$ cat src/rtl/pong_pkg.sv
// pong_pkg: shared FSM encoding, client indices and VGA vertical timing for the pong datapath.
package pong_pkg;
    typedef enum logic [1:0] {IDLE, SELECT, WAIT, DONE} state_t;
    localparam int N_CLIENTS_DEF = 4;
    localparam int PADDLE_L = 0;
    localparam int PADDLE_R = 1;
    localparam int BALL     = 2;
    localparam int SCORE    = 3;
    localparam int V_VISIBLE = 480;
    localparam int V_FRONT   = 10;
    localparam int V_SYNC    = 2;
    localparam int V_BACK    = 33;
    localparam int V_TOTAL   = V_VISIBLE + V_FRONT + V_SYNC + V_BACK;
endpackage

$ cat src/rtl/vsync_fall_detect.sv
// vsync_fall_detect: 2-FF synchronizer plus edge flop; tick pulses one cycle per vsync falling edge.
module vsync_fall_detect (
    input  logic clk,
    input  logic rst_n,
    input  logic vsync,
    output logic tick
);
    logic s1, s2, d;
    // Preset to 1 so an idle-high vsync at reset release never looks like a fall.
    always_ff @(posedge clk or negedge rst_n) begin
        if (!rst_n) begin
            s1 <= 1'b1;
            s2 <= 1'b1;
            d  <= 1'b1;
        end else begin
            s1 <= vsync;
            s2 <= s1;
            d  <= s2;
        end
    end
    assign tick = d & ~s2;
endmodule

$ cat src/rtl/frame_update_scheduler.sv
// frame_update_scheduler: grants per-frame update slots to clients in index order during vblank,
// with per-client timeout and sticky overrun/timeout status.
module frame_update_scheduler
    import pong_pkg::*;
#(
    parameter int N_CLIENTS = N_CLIENTS_DEF,
    parameter int TIMEOUT   = 4096,
    parameter int TO_W      = 13,
    parameter int CNT_W     = 16
) (
    input  logic                         clk,
    input  logic                         rst_n,
    input  logic                         vsync,
    input  logic                         pause,
    input  logic [N_CLIENTS-1:0]         client_en,
    input  logic [N_CLIENTS-1:0]         upd_done,
    input  logic                         clr_err,
    output logic [N_CLIENTS-1:0]         upd_req,
    output logic                         busy,
    output logic                         frame_done,
    output logic [CNT_W-1:0]             frame_cnt,
    output logic                         overrun,
    output logic [7:0]                   overrun_cnt,
    output logic                         timeout_err,
    output logic [$clog2(N_CLIENTS)-1:0] err_client
);
    localparam int IW = $clog2(N_CLIENTS);
    localparam int PW = IW + 1;

    logic tick;
    vsync_fall_detect u_det (.clk(clk), .rst_n(rst_n), .vsync(vsync), .tick(tick));

    state_t               state, state_n;
    logic [N_CLIENTS-1:0] en_lat;
    logic [PW-1:0]        ptr;
    logic [IW-1:0]        cur, hit_idx;
    logic [TO_W-1:0]      to_cnt;
    logic                 hit, accept, granted_done, expire, ovr_set;

    // Lowest enabled index at or above ptr.
    always_comb begin
        hit     = 1'b0;
        hit_idx = '0;
        for (int i = N_CLIENTS - 1; i >= 0; i--) begin
            if (en_lat[i] && PW'(i) >= ptr) begin
                hit     = 1'b1;
                hit_idx = IW'(i);
            end
        end
    end

    assign accept       = state == IDLE && tick && !pause;
    assign granted_done = upd_done[cur];
    assign expire       = state == WAIT && !granted_done && to_cnt == TO_W'(1);
    assign ovr_set      = tick && state != IDLE;
    assign busy         = state != IDLE;
    assign frame_done   = state == DONE;

    always_comb begin
        state_n = state;
        case (state)
            IDLE:    state_n = accept ? SELECT : IDLE;
            SELECT:  state_n = hit ? WAIT : DONE;
            WAIT:    state_n = (granted_done || expire) ? SELECT : WAIT;
            default: state_n = IDLE;
        endcase
    end

    always_ff @(posedge clk or negedge rst_n) begin
        if (!rst_n) state <= IDLE;
        else        state <= state_n;
    end

    always_ff @(posedge clk or negedge rst_n) begin
        if (!rst_n) begin
            en_lat      <= '0;
            ptr         <= '0;
            cur         <= '0;
            to_cnt      <= '0;
            upd_req     <= '0;
            frame_cnt   <= '0;
            overrun     <= 1'b0;
            overrun_cnt <= '0;
            timeout_err <= 1'b0;
            err_client  <= '0;
        end else begin
            if (accept) begin
                en_lat <= client_en;
                ptr    <= '0;
            end
            if (state == SELECT && hit) begin
                upd_req <= N_CLIENTS'(1) << hit_idx;
                cur     <= hit_idx;
                to_cnt  <= TO_W'(TIMEOUT);
            end
            if (state == WAIT) begin
                if (granted_done || expire) begin
                    upd_req <= '0;
                    ptr     <= PW'(cur) + PW'(1);
                end else begin
                    to_cnt <= to_cnt - TO_W'(1);
                end
            end
            if (tick) frame_cnt <= frame_cnt + CNT_W'(1);
            // A set event in the same cycle as clr_err still lands on top of the clear.
            if (ovr_set) begin
                overrun     <= 1'b1;
                overrun_cnt <= clr_err ? 8'd1 : (overrun_cnt == 8'hFF ? 8'hFF : overrun_cnt + 8'd1);
            end else if (clr_err) begin
                overrun     <= 1'b0;
                overrun_cnt <= '0;
            end
            if (expire) begin
                timeout_err <= 1'b1;
                err_client  <= cur;
            end else if (clr_err) begin
                timeout_err <= 1'b0;
                err_client  <= '0;
            end
        end
    end
endmodule

$ cat config.mk
export PLATFORM = sky130hd
export DESIGN_NAME = frame_update_scheduler
export DESIGN_NICKNAME = d
export VERILOG_FILES = /design/src/rtl/pong_pkg.sv /design/src/rtl/vsync_fall_detect.sv /design/src/rtl/frame_update_scheduler.sv
export SDC_FILE = /design/constraint.sdc
export NUM_CORES = 1
export LEC_CHECK = 0
export CORE_ASPECT_RATIO = 1.5
export CORE_MARGIN = 2
export CORE_UTILIZATION = 41
export CTS_CLUSTER_SIZE = 16
export DETAILED_ROUTE_END_ITERATION = 10
export GPL_TIMING_DRIVEN = 0
export PLACE_DENSITY = 0.67
export RECOVER_POWER = 25
export REMOVE_ABC_BUFFERS = 1
export SYNTH_ARGS = -nofsm -noshare
export SYNTH_HDL_FRONTEND = slang
export SYNTH_HIERARCHICAL = 1
export SYNTH_SLANG_ARGS = --single-unit
$ cat constraint.sdc
create_clock -name clk -period 2.1 [get_ports clk]
set_clock_uncertainty 0.1 [all_clocks]
set_input_delay 0.21 -clock clk [delete_from_list [all_inputs] [get_ports clk]]
set_output_delay 0.21 -clock clk [all_outputs]
set_load 0.1 [all_outputs]
== Word-level counts from Yosys, hierarchy flattened ==
Cells that the tools add are included.
Widths: inputs -> output; s select.

* Bits in registers: 59
* Input bits: 13
* Output and inout bits: 34
* Word-level logic and storage cells: 80

* Add/sub/neg operators: 4
* Magnitude comparators: 5
* Equality and inequality tests: 5
* Shift-type cells: 1
* Mux-type cells: 32
* Bitwise logic cells: 2
* Reduce and logical (&&, ||, !) cells: 17

{| class="wikitable"
|+ Operators by type and width
! cell !! number
|-
| $mux 13 || 3
|-
| $mux 8 || 4
|-
| $add 16x1->16 const B || 1
|-
| $mux 2 || 7
|-
| $eq 13x1->1 const B || 1
|-
| $sub 13x1->13 const B || 1
|-
| $mux 4 || 3
|-
| $logic_and 1x1->1 || 10
|-
| $mux 1 || 10
|-
| $mux 3 || 3
|-
| $add 8x1->8 const B || 1
|-
| $eq 8x8->1 const B || 1
|-
| $ge 1x3->1 const A || 2
|-
| $ge 2x3->1 const A || 2
|-
| $pmux 2 s3 || 1
|-
| $reduce_bool 2->1 || 3
|-
| $eq 2x2->1 const B || 2
|-
| $shl 1x2->4 const A || 1
|-
| $add 2x1->3 const B || 1
|-
| $lt 2x3->1 const B || 1
|-
| $bmux 1 s2 || 1
|-
| $eq 2x1->1 const B || 1
|-
| $logic_not 1->1 || 2
|-
| $logic_not 2->1 || 1
|-
| other kinds (3) || 3
|}

== Logic depth before layout (Yosys ltp) ==
Gate-level depths: netlist of the first run.

* Depth in word-level cells: 10
* Mapped depth: 8
* Gate-level depth less buffers: 7

== Cells and area by module ==
Netlist of the first run, hierarchy kept.

{| class="wikitable"
|+ By module, submodules not included
! module !! times used !! cells an instance !! area each (sq um) !! seq. area each (sq um)
|-
| frame_update_scheduler || 1 || 260 || 2657.5 || 1401.3
|-
| vsync_fall_detect || 1 || 4 || 92.6 || 78.8
|}

== Worst setup path before layout of the first run ==
Ideal clock, no wire load.

* Path kind: reg-to-reg
* Start point: register state[0]
* End point: register state[0]
* Library setup time: 0.132 ns
* Data arrival time: 2.357 ns
* Data required time: 1.868 ns
* Slack: -0.489 ns
* Cell stages (with the launch flop): 4
* Path buffers: 0
* Period minus slack after synthesis: 2.589 ns
* Cell sequence: dfrtp_1 -> or2_0 -> nor3b_1 -> or3_1

* Longest elaborated chain between the ends: 6
* Elaborated cells on any way between the ends: 11
* Those cells by class: 2 x eq/ne; 3 x mux; 6 x reduce/logical

{| class="wikitable"
|+ Ends and longest elaborated chain
! what !! line !! text
|-
| start: declaration || frame_update_scheduler.sv:33 || <nowiki>state_t state, state_n;</nowiki>
|-
| start signal: assignment || frame_update_scheduler.sv:71 || <nowiki>else state <= state_n;</nowiki>
|-
| $eq 2x2->1 || frame_update_scheduler.sv:54, frame_update_scheduler.sv:61 ||
|-
| $logic_and 1x1->1 (2 in series) || frame_update_scheduler.sv:54 || <nowiki>assign expire = state == WAIT && !granted_done && to_cnt == TO_W'(1);</nowiki>
|-
| $logic_or 1x1->1 || frame_update_scheduler.sv:64 || <nowiki>WAIT: state_n = (granted_done || expire) ? SELECT : WAIT;</nowiki>
|-
| $mux 2 || frame_update_scheduler.sv:64 ||
|-
| $pmux 2 s3 * || frame_update_scheduler.sv:61 || <nowiki>case (state)</nowiki>
|-
| named net state_n[0] || frame_update_scheduler.sv:33 ||
|}

The timed path passes the listed nets; every way through them passes the cells marked *.
A chain may end at the register's enable or synchronous reset.

== Worst setup path after layout of the first run ==
* Start point: register cur[0]
* End point: register to_cnt[11]

* Longest elaborated chain between the ends: 8

{| class="wikitable"
|+ Ends and longest elaborated chain
! what !! line !! text
|-
| start: declaration || frame_update_scheduler.sv:36 || <nowiki>logic [IW-1:0] cur, hit_idx;</nowiki>
|-
| start signal: assignment || frame_update_scheduler.sv:93 || <nowiki>cur <= hit_idx;</nowiki>
|-
| $bmux 1 s2 * || frame_update_scheduler.sv:53 || <nowiki>assign granted_done = upd_done[cur];</nowiki>
|-
| $mux 1 (implied by the code) * || frame_update_scheduler.sv:53 ||
|-
| $logic_not 1->1 || frame_update_scheduler.sv:54 ||
|-
| $logic_and 1x1->1 (2 in series) || frame_update_scheduler.sv:54 ||
|-
| $logic_or 1x1->1 * || frame_update_scheduler.sv:97 || <nowiki>if (granted_done || expire) begin</nowiki>
|-
| $mux 13 * || frame_update_scheduler.sv:97 ||
|-
| $mux 13 * || frame_update_scheduler.sv:96 || <nowiki>if (state == WAIT) begin</nowiki>
|-
| end signal: assignment || frame_update_scheduler.sv:94 || <nowiki>to_cnt <= TO_W'(TIMEOUT);</nowiki>
|-
| end signal: assignment || frame_update_scheduler.sv:101 || <nowiki>to_cnt <= to_cnt - TO_W'(1);</nowiki>
|-
| end: declaration || frame_update_scheduler.sv:37 || <nowiki>logic [TO_W-1:0] to_cnt;</nowiki>
|}

Every way passes the cells marked *; elsewhere a longest branch is shown, timed or not. The select of a mux whose other input is x is not followed.

==> results.ini, run 1 <==
[status]
status = finished with violations
violations = setup timing

[clock_network]
clkTransAtPathRegs_ps = 70
cts_tree = built
clockBufferDepth = 2
cts_made_buffers = 9
cts-root-buf = clkbuf_8
cts.sinks = 59
clk_latency_ps = 340
h-tree-depth = 3

[floorplanning]
chipHeight_um = 104.3
ios = 47
die_w_um = 70.87
rows = 36
start_util_pct = 42.40
coreArea_um2 = 6486
die_area_um2 = 7392

[synthesis]
synth_seq_cells = 59
synth_edf_count = 0
ys_types = 52
post_synth.cell_area_avg_um2 = 10.42
syn_area_um2 = 2750
yosys.area.top_type_share_pct = 50.96
ys_seq_area_share_pct = 53.82
synth_warnings = 6
ys.flop_type = dfrtp_1
synth-async-reset-ratio_pct = 100.0
synth_top_area_cell = dfrtp_1
ys_top_cells_by_area = dfrtp_1, nand2_1, xnor2_1
postSynthCellCount = 264

[worst_setup_path]
path_cells = mux4_2 -> nor3b_4 -> nand4_1 -> buf_4 -> o311ai_2 -> o41ai_1
worst-path-buf-inv = 1
worstRegToRegCells = 6
critPathRequiredTime_ps = 2210
slowest_delay_ps = 540
cp-start-kind = flip-flop
cp_data_arrival_time_ps = 2290
path_class = flip-flop to flip-flop
r2r_end = to_cnt[11]
reg2reg_setup_slack_ps = -70
regToRegStartpoint = cur[0]
worst-path-max-fanout = 5
cp_top_family = multiplexers
cpMaxStageDelayCell = mux4_2
end_kind = flip-flop

[sta]
period_minus_slack_ps = 2173
hold_viol_final = 0
fmax_mhz = 460.2
rsz0062_at_grt = true
setup_viol = 4
fin_setup_tns_ps = -197.0
drv_slew = 0
layout_setup_ws_ps = -73.16
relSlewSlack_pct = 36.12
period_share_pct = 103.5
worst_slew_pin_slew_ps = 962.1

[grt]
first_global_vias = 2189
antenna_found_initial = 0
grt_pass1_wl_um = 10380
grt_max_degree = 35
gr-total-overflow = 0
grt_use_total_pct = 17.50

[routing]
vias = 2207
firstDrtPassIters = 6
wl_per_cell_um = 15.04
drt_iter0_drc = 114
viasPerCell = 5.370
wl_um = 6180
final_antenna_net_count = 0
drcViolationCount = 0

[power]
powerDensity_nw_per_um2 = 1344
total_power_w = 0.004905
leakage_nw = 1.731
peakVddDrop_mv = 0.8066

[placement]
place_congestion = 0.7661
dp_hpwl_um = 4168
placed_area_um2 = 3293
dp_slack_ps = -463.0
io_buffers = 46

[run]
max-cap-violations = 0

[min_path]
hold_path_end = u_det/s2
holdCritStartpoint = u_det/s1
min_path_type = flip-flop to flip-flop
holdPathStages = 0

[cells_and_area]
multi_input_area_um2 = 1315
fillerInstances = 601
diodes = 0
nNetsFinal = 348
ff_latch_area_um2 = 1481
stdcell_area_um2 = 3650
layout-drive-gt1-share_pct = 17.01
area_delta_synth_final_pct = 32.71

==> cell usage after synthesis, types with 2 or more instances <==
cell,instances
o311ai_0,2
o31ai_1,3
mux2i_1,8
nand2_1,32
a21oi_1,8
o41ai_1,2
o21ai_0,12
or3_1,3
xor2_1,4
inv_1,13
nor2_1,19
dfstp_2,3
nand2b_1,5
and4_1,2
nor4_1,6
nand3b_1,2
xnor2_1,11
nor3_1,6
nand4_1,5
and2_1,2
nand3_1,16
ha_1,5
a22oi_1,4
and3_1,5
a311oi_1,2
dfrtp_1,56
clkbuf_1,3
==> worst reg2reg max path, stage by stage, from the launching register on <==
cell,delay [ps]
dfrtp_2,390
mux4_2,540
nor3b_4,320
nand4_1,150
buf_4,190
o311ai_2,250
o41ai_1,110
==> timing repair <==
| item | in CTS | in global routing |
|---|---|---|
| setup endpoints to repair | 55 | 17 |
| buffers inserted | 7 | 4 |
| hold buffers | 1 | 0 |
| gates cloned | 0 | 1 |
| pin swaps | 4 | 4 |
| endpoints found under the hold margin | 30 | 0 |
| gates resized for setup | 52 | 8 |
==> flip-flops by register name, summed over array words and instances, names as in the netlist <==
register,cells
cur,2
u_det/d,1
ptr,3
overrun,1
en_lat,4
state,2
to_cnt,13
err_client,2
frame_cnt,16
u_det/s1,1
overrun_cnt,8
timeout_err,1
u_det/s2,1
upd_req,4
==> per-layer routing <==
metal	GRT usage [%]	up-vias	share of wire, %
met2	30.11	42	54
li1	-	1076	-
met5	0	-	0
met1	20.59	1078	40
met4	6.334	0	1.9
met3	4.748	11	3.9
==> metrics by stage <==
stage          util [%]  std cells  hold WS (ps)
4_1_cts           54.84        406         158.6
6_report          56.27        411         268.4
3_5_place_dp      50.77        382         241.0
2_1_floorplan         -        259        -185.6
3_3_place_gp      50.54        381         247.3
5_1_grt           56.27        411         273.2
==> cell type report <==
cell class,instances,share of cell area [%]
timing repair buffer,59,14.54
multi-input combinational,188,36.03
tap,76,2.605
clock buffer,11,4.148
sequential,59,40.59
inverter,13,1.337
clock inverter,5,0.7542
==> placed cells by master (no fill, tap or decap), types with 3 or more instances in the layout <==
cell / n
dlygate4sd2_1: 32
nand2_1: 32
nor3_1: 6
xnor2_1: 11
nor4_2: 3
ha_1: 5
nor2_1: 19
inv_1: 13
or3_1: 3
o31ai_1: 3
dfrtp_1: 55
o21ai_0: 11
mux2i_1: 8
clkbuf_8: 11
a22oi_1: 4
a21oi_1: 8
nand2b_1: 5
clkdlybuf4s50_1: 10
and3_1: 5
xor2_1: 4
nand3_1: 14
nand4_1: 5
buf_4: 11
clkinv_2: 4
==> power by group <==
| part | internal [W] | total [W] | switching (W) |
|---|---|---|---|
| Clock | 0.000483 | 0.000940 | 0.000456 |
| Combinational | 0.000664 | 0.00214 | 0.00148 |
| Sequential | 0.00143 | 0.00182 | 0.000394 |
| Total | 0.00258 | 0.00490 | 0.00233 |
==> worst max path at each step <==
stage | depth (start not counted) | slack (ps) | endpoint | startpoint
floorplan | 3 | -490 | state[0] | state[0]
global placement | 1 | -1200 | upd_req[1] | rst_n
detailed placement | 6 | -460 | to_cnt[11] | upd_done[0]
CTS | 5 | -110 | to_cnt[11] | cur[0]
global route | 6 | -190 | to_cnt[11] | cur[0]
finish | 6 | -70 | to_cnt[11] | cur[0]
==> cell families after synthesis <==
logic type	after synthesis	synth area share, %
DFF	59	53.82
muxes	10	4.140
xor gates and xnor gates	15	4.777
buffers and inverters	18	2.775
and+or+nand+nor	113	21.48
adders and majority gates	5	2.275
AOI/OAI and AO/OA	44	10.74
No activity file was read; power rests on OpenSTA's default activity.
==> inputs of run 2 (changes only) <==
--- a/config.mk
+++ b/config.mk
@@ -10,7 +10,6 @@
 export CORE_UTILIZATION = 41
 export CTS_CLUSTER_SIZE = 16
 export DETAILED_ROUTE_END_ITERATION = 10
-export GPL_TIMING_DRIVEN = 0
 export PLACE_DENSITY = 0.67
 export RECOVER_POWER = 25
 export REMOVE_ABC_BUFFERS = 1
==> run 2 against run 1 <==
The run still ends with setup timing left; first-iteration DRC count fell by 9.6%; clock-buffer cell count fell by 2; sequential share of layout area rose by 0.62 points; maximum frequency rose by 0.60%; hold slack improved by 2.3 ps; clock power rose by 20%; register-to-register slack barely moved; via count rose by 1.6%; routed wire length fell by 2.8%; core utilization fell by 0.89 points; cell area fell by 1.6%; non-clock buffer count rose by 6; highest routed layer unchanged.
==> results.ini, run 2 (synthesis results as in run 1) <==
[worst_setup_path]
reg2reg_setup_slack_ps = -60  ; about the same
cp-start-kind = flip-flop
critPathRequiredTime_ps = 2200  ; about the same
path_cells = mux4_2 -> nor3b_4 -> buf_4 -> nand4_1 -> o311ai_0 -> o41ai_1
cpMaxStageDelayCell = mux4_2
path_class = flip-flop to flip-flop
worst-path-stages = 6  ; unchanged
cp_top_family = multiplexers
worst-path-buf-inv = 1  ; unchanged
worst-path-max-fanout = 3  ; -2
regToRegStartpoint = cur[0]
end_kind = flip-flop
r2r_end = to_cnt[7]
worstRegToRegCells = 6  ; unchanged
slowest_delay_ps = 550  ; about the same
cp_data_arrival_time_ps = 2260  ; -30 ps

[clock_network]
clk_latency_ps = 330  ; about the same
cts-root-buf = clkbuf_8
post_cts_buffers = 0  ; -7
clockBufferDepth = 2  ; unchanged
cts_made_buffers = 9  ; unchanged
clkTransAtPathRegs_ps = 70  ; about the same
cts_tree = built
h-tree-depth = 3  ; unchanged
cts.sinks = 59  ; unchanged

[grt]
grt_max_degree = 27  ; -23%
grt_pass1_wl_um = 10150  ; -2.3%
met2_usage_pct = 29.24  ; -0.87 points
grt-busiest-layer = met2
use_met1_pct = 20.88  ; +0.29 points
first_global_vias = 2183  ; -0.27%
met3_usage_pct = 4.554  ; -0.19 points
gr-total-overflow = 0  ; unchanged
grt_use_total_pct = 17.29  ; -0.21 points
antenna_found_initial = 0  ; unchanged

[routing]
vias = 2243  ; +1.6%
final_antenna_net_count = 0  ; unchanged
drt_iter0_drc = 103  ; -9.6%
wl_per_cell_um = 14.44  ; -3.9%
wl_um = 6009  ; -2.8%
viasPerCell = 5.392  ; +0.41%
drcViolationCount = 0  ; unchanged
firstDrtPassIters = 4  ; -2

[floorplanning]
die_w_um = 70.87  ; unchanged
die_area_um2 = 7392  ; unchanged
coreArea_um2 = 6486  ; unchanged
rows = 36  ; unchanged
chipHeight_um = 104.3  ; unchanged
ios = 47  ; unchanged
start_util_pct = 42.40  ; unchanged

[sta]
rsz0062_at_grt = true
drv_slew = 0  ; unchanged
layout_setup_ws_ps = -60.24  ; +12.92 ps
worst_slew_pin_slew_ps = 1491  ; +529.0 ps
period_minus_slack_ps = 2160  ; -12.92 ps
relSlewSlack_pct = 0.5959  ; -36 points
setup_viol = 2  ; -2
fin_setup_tns_ps = -66.72  ; +130.3 ps
period_share_pct = 102.9  ; -0.62 points
fmax_mhz = 462.9  ; +0.60%
hold_viol_final = 0  ; unchanged

[cells_and_area]
nNetsFinal = 353  ; +1.4%
final_common_cell = dfrtp_1
reg.largest.list = frame_cnt x16, to_cnt x13, overrun_cnt x8
layout_common_cells = dfrtp_1, buf_4, nand2_1, nor2_1, nand3_1
layout-drive-gt1-share_pct = 23.82  ; +6.8 points
regMostFlops = frame_cnt
largest_register_ffs = 16  ; unchanged
diodes = 0  ; unchanged
area_delta_synth_final_pct = 30.62

[min_path]
holdPathStages = 0  ; unchanged
hold_path_end = u_det/s2
holdCritStartpoint = u_det/s1
min_path_type = flip-flop to flip-flop

[placement]
dp_hpwl_um = 4411  ; +5.8%
place_congestion = 0.8535  ; +11%
io_buffers = 46  ; unchanged

[power]
powerDensity_nw_per_um2 = 1406  ; +4.6%
leakage_nw = 1.676  ; -3.2%
total_power_w = 0.005050  ; +3.0%
peakVddDrop_mv = 0.6370  ; -21%

[status]
status = finished with violations
violations = setup timing

[run]
max-cap-violations = 0  ; unchanged

run 2: report_power, final:
part,switching [W],internal (W)
combinational,0.00144,0.000711
clock,0.000466,0.000663
sequential,0.000342,0.00143
run 2: how the worst max path moves through the flow:
stage,from,endpoint,slack (ps)
after CTS,cur[0],to_cnt[7],-20
after global routing,cur[0],to_cnt[7],-100
after floorplan,state[0],state[0],-490
after detailed placement,upd_done[3],to_cnt[11],-250
final,cur[0],to_cnt[7],-60
after global placement,upd_done[3],to_cnt[3],-190
run 2: metal layers:
| metal | part of all wire, % | wire length [µm] |
|---|---|---|
| met5 | 0 | 0 |
| met4 | 1.5 | 91 |
| met3 | 4.8 | 287 |
| met2 | 53 | 3211 |
| met1 | 40 | 2418 |
run 2: area by class of cell:
class	instances	area, µm²
fillers	586	2894
well taps	76	95.09
repair buffers	65	539.3
clock buffers	9	123.9
flip-flops and latches	59	1480
clock inverters	7	92.59
multi-input cells	187	1212
inverters	13	48.80
run 2: timing repair:
item | in CTS | in global routing
pin swaps | 0 | 0
hold buffers | 1 | 0
gates resized for setup | 0 | 4
endpoints found under the setup margin | 2 | 9
hold endpoints to repair | 21 | 0
gates cloned | 0 | 0
run 2: per-stage QoR:
stage | hold WS [ps] | setup slack [ps] | utilization, % | cell area [µm²] | std cells
after floorplan | -185.6 | -488.9 | - | 2723 | 259
after global placement | 152.5 | -194.1 | 51.62 | 3348 | 399
after detailed placement | 165.6 | -248.4 | 51.62 | 3348 | 399
after CTS | 160.0 | -16.36 | 55.11 | 3575 | 416
after global routing | 275.3 | -97.11 | 55.38 | 3592 | 416
final | 270.7 | -60.24 | 55.38 | 3592 | 416
run 2: worst reg2reg max path, cell delays in order (launching register included):
cell	delay [ps]
dfrtp_1	380
mux4_2	550
nor3b_4	240
buf_4	150
nand4_1	140
o311ai_0	340
o41ai_1	140
==> inputs of run 3 (changes only) <==
--- a/config.mk
+++ b/config.mk
@@ -5,7 +5,7 @@
 export SDC_FILE = /design/constraint.sdc
 export NUM_CORES = 1
 export LEC_CHECK = 0
-export CORE_ASPECT_RATIO = 1.5
+export CORE_ASPECT_RATIO = 0.7
 export CORE_MARGIN = 2
 export CORE_UTILIZATION = 41
 export CTS_CLUSTER_SIZE = 16
==> run 3 against run 2 <==
The flow now finishes without violations; non-clock buffer count is 3 lower; highest routed layer unchanged; die area hardly changed; global-route usage is 0.49 points lower; combinational power hardly changed.
==> results.ini, run 3 (synthesis results as in run 1) <==
[min_path]
min_path_type = flip-flop to flip-flop

[sta]
period_minus_slack_ps = 2092  ; -68.14 ps
relSlewSlack_pct = 14.82  ; +14 points
period_share_pct = 99.62  ; -3.2 points
drv_slew = 0  ; unchanged
fin_setup_tns_ps = 0  ; +66.72 ps
hold_viol_final = 0  ; unchanged
fmax_mhz = 478.0  ; +3.3%
rsz0062_at_grt = true
worst_slew_pin_slew_ps = 1278  ; -213.3 ps
setup_viol = 0  ; -2

[floorplanning]
rows = 24  ; -33%
ios = 47  ; unchanged
die_w_um = 101.9  ; +44%
coreArea_um2 = 6366  ; -1.9%
start_util_pct = 43.20  ; +0.80 points
chipHeight_um = 72.52  ; -30%
die_area_um2 = 7389  ; about the same

[cells_and_area]
largest_register_ffs = 16  ; unchanged
stdcell_area_um2 = 3526  ; -1.8%
reg.largest.list = frame_cnt x16, to_cnt x13, overrun_cnt x8
final_common_cell = dfrtp_1
fin_util_pct = 55.39  ; about the same
fillerInstances = 573  ; -2.2%
diodes = 0  ; unchanged
regMostFlops = frame_cnt
nNetsFinal = 350  ; -0.85%
area_delta_synth_final_pct = 28.21
instances_no_fill = 428  ; +2.9%
layout_common_cells = dfrtp_1, buf_4, nand2_1, nor2_1, nand3_1
layout-drive-gt1-share_pct = 22.55  ; -1.3 points

[clock_network]
clkTransAtPathRegs_ps = 70  ; about the same
cts.sinks = 59  ; unchanged
cts-root-buf = clkbuf_8
cts_tree = built
cts_made_buffers = 9  ; unchanged
clockBufferDepth = 2  ; unchanged
h-tree-depth = 3  ; unchanged
clk_latency_ps = 330  ; about the same

[routing]
met3_length_um = 305  ; +6.3%
final_antenna_net_count = 0  ; unchanged
wl_met1_um = 3024  ; +25%
firstDrtPassIters = 4  ; unchanged
wl_per_cell_um = 13.30  ; -7.9%
drcViolationCount = 0  ; unchanged
wl_um = 5691  ; -5.3%
viasPerCell = 5.007  ; -7.1%
drt_iter0_drc = 111  ; +7.8%
highest_layer = met4
dr_wl_met2_um = 2297  ; -28%
vias = 2143  ; -4.5%

[power]
powerDensity_nw_per_um2 = 1356  ; -3.6%
switching_share_pct = 46.36  ; +1.9 points
peakVddDrop_mv = 0.8120  ; +27%
comb_power_share_pct = 44.9  ; +2.3 points
p_clk_share_pct = 18.4  ; -4.0 points
leakage_nw = 1.642  ; -2.0%
p_seq_share_pct = 36.8  ; +1.7 points
switching_power_w = 0.002216  ; -1.3%
intPower_w = 0.002565  ; -8.5%

[grt]
antenna_found_initial = 0  ; unchanged
gr-total-overflow = 0  ; unchanged
grt_pass1_wl_um = 9577  ; -5.6%
first_global_vias = 2017  ; -7.6%
grt_use_total_pct = 16.80  ; -0.49 points
grt_max_degree = 60  ; +120%

[worst_setup_path]
reg2reg_setup_slack_ps = 8  ; +70 ps
cp-start-kind = flip-flop
end_kind = flip-flop
worst-path-max-fanout = 6  ; +3
cp_data_arrival_time_ps = 2200  ; -60 ps
critPathRequiredTime_ps = 2210  ; about the same
path_class = flip-flop to flip-flop

[placement]
place_inst = 411  ; +3.0%
place_congestion = 0.7982  ; -6.5%
placed_area_um2 = 3357  ; +0.26%
io_buffers = 46  ; unchanged
dp_hpwl_um = 4011  ; -9.1%

[run]
max-cap-violations = 0  ; unchanged

[status]
status = finished, final reports clean

==> run 3: cell count changes in the layout (fill, tap and decap cells not counted), moves of 2 or more <==
cell	previous run	this run
nor4_2	2	0
nor4_1	4	6
clkinv_4	0	2
buf_2	0	2
buf_4	50	46
bufinv_16	2	0
==> run 3: worst max-delay path, cell delays in order (launching register included) <==
cell	delay, ps
dfrtp_1	370
mux4_2	560
nor3b_4	260
nand2_2	130
or4_4	430
mux2i_1	130
==> run 3: power groups by stage <==
stage | combinational (W) | sequential (W) | clock [W]
floorplan | 0.000890 | 0.00234 | 0
global placement | 0.00213 | 0.00175 | 0
detailed placement | 0.00214 | 0.00176 | 0
CTS | 0.00215 | 0.00175 | 0.000923
global route | 0.00232 | 0.00180 | 0.000970
finish | 0.00214 | 0.00176 | 0.000878
==> run 3: worst paths after layout <==
check,startpoint,cells past startpoint,end
worst max-delay path,cur[0],5,to_cnt[3]
worst min-delay path,u_det/s1,0,u_det/s2
worst max register to register,cur[0],5,to_cnt[3]
worst min register to register,u_det/s1,0,u_det/s2
max in group asynchronous,rst_n,3,to_cnt[8]
min in group asynchronous,rst_n,3,overrun_cnt[4]
==> run 3: cell type report <==
class                      count  area, µm²  area share, %
multi-input combinational    187       1197          33.96
timing repair buffer          62      515.5          14.62
inverter                      13      48.80          1.384
clock inverter                 6      42.54          1.207
sequential                    59       1480          41.98
clock buffer                  10      127.6          3.620
tap                           91      113.9          3.229
==> run 3: metal layers <==
layer / global-route usage (%) / vias up
li1: - / 1087
met1: 24.88 / 995
met2: 22.81 / 55
met3: 5.491 / 6
met4: 6.222 / 0
met5: 0 / -
==> run 3: stage by stage <==
step | hold WS (ps) | power (W) | setup WS (ps)
after global placement | 139.6 | 0.003880 | -172.4
after floorplan | -185.6 | 0.003230 | -488.9
after detailed placement | 142.4 | 0.003904 | -198.5
after CTS | 171.0 | 0.004818 | 3.819
after global routing | 265.0 | 0.005096 | -111.3
final | 262.0 | 0.004781 | 7.899
==> run 3: timing repair <==
action,CTS,global route
hold buffers,1,0
endpoints found under the setup margin,0,8
gates resized for setup,0,3
setup buffers,0,0
hold endpoints to repair,56,0
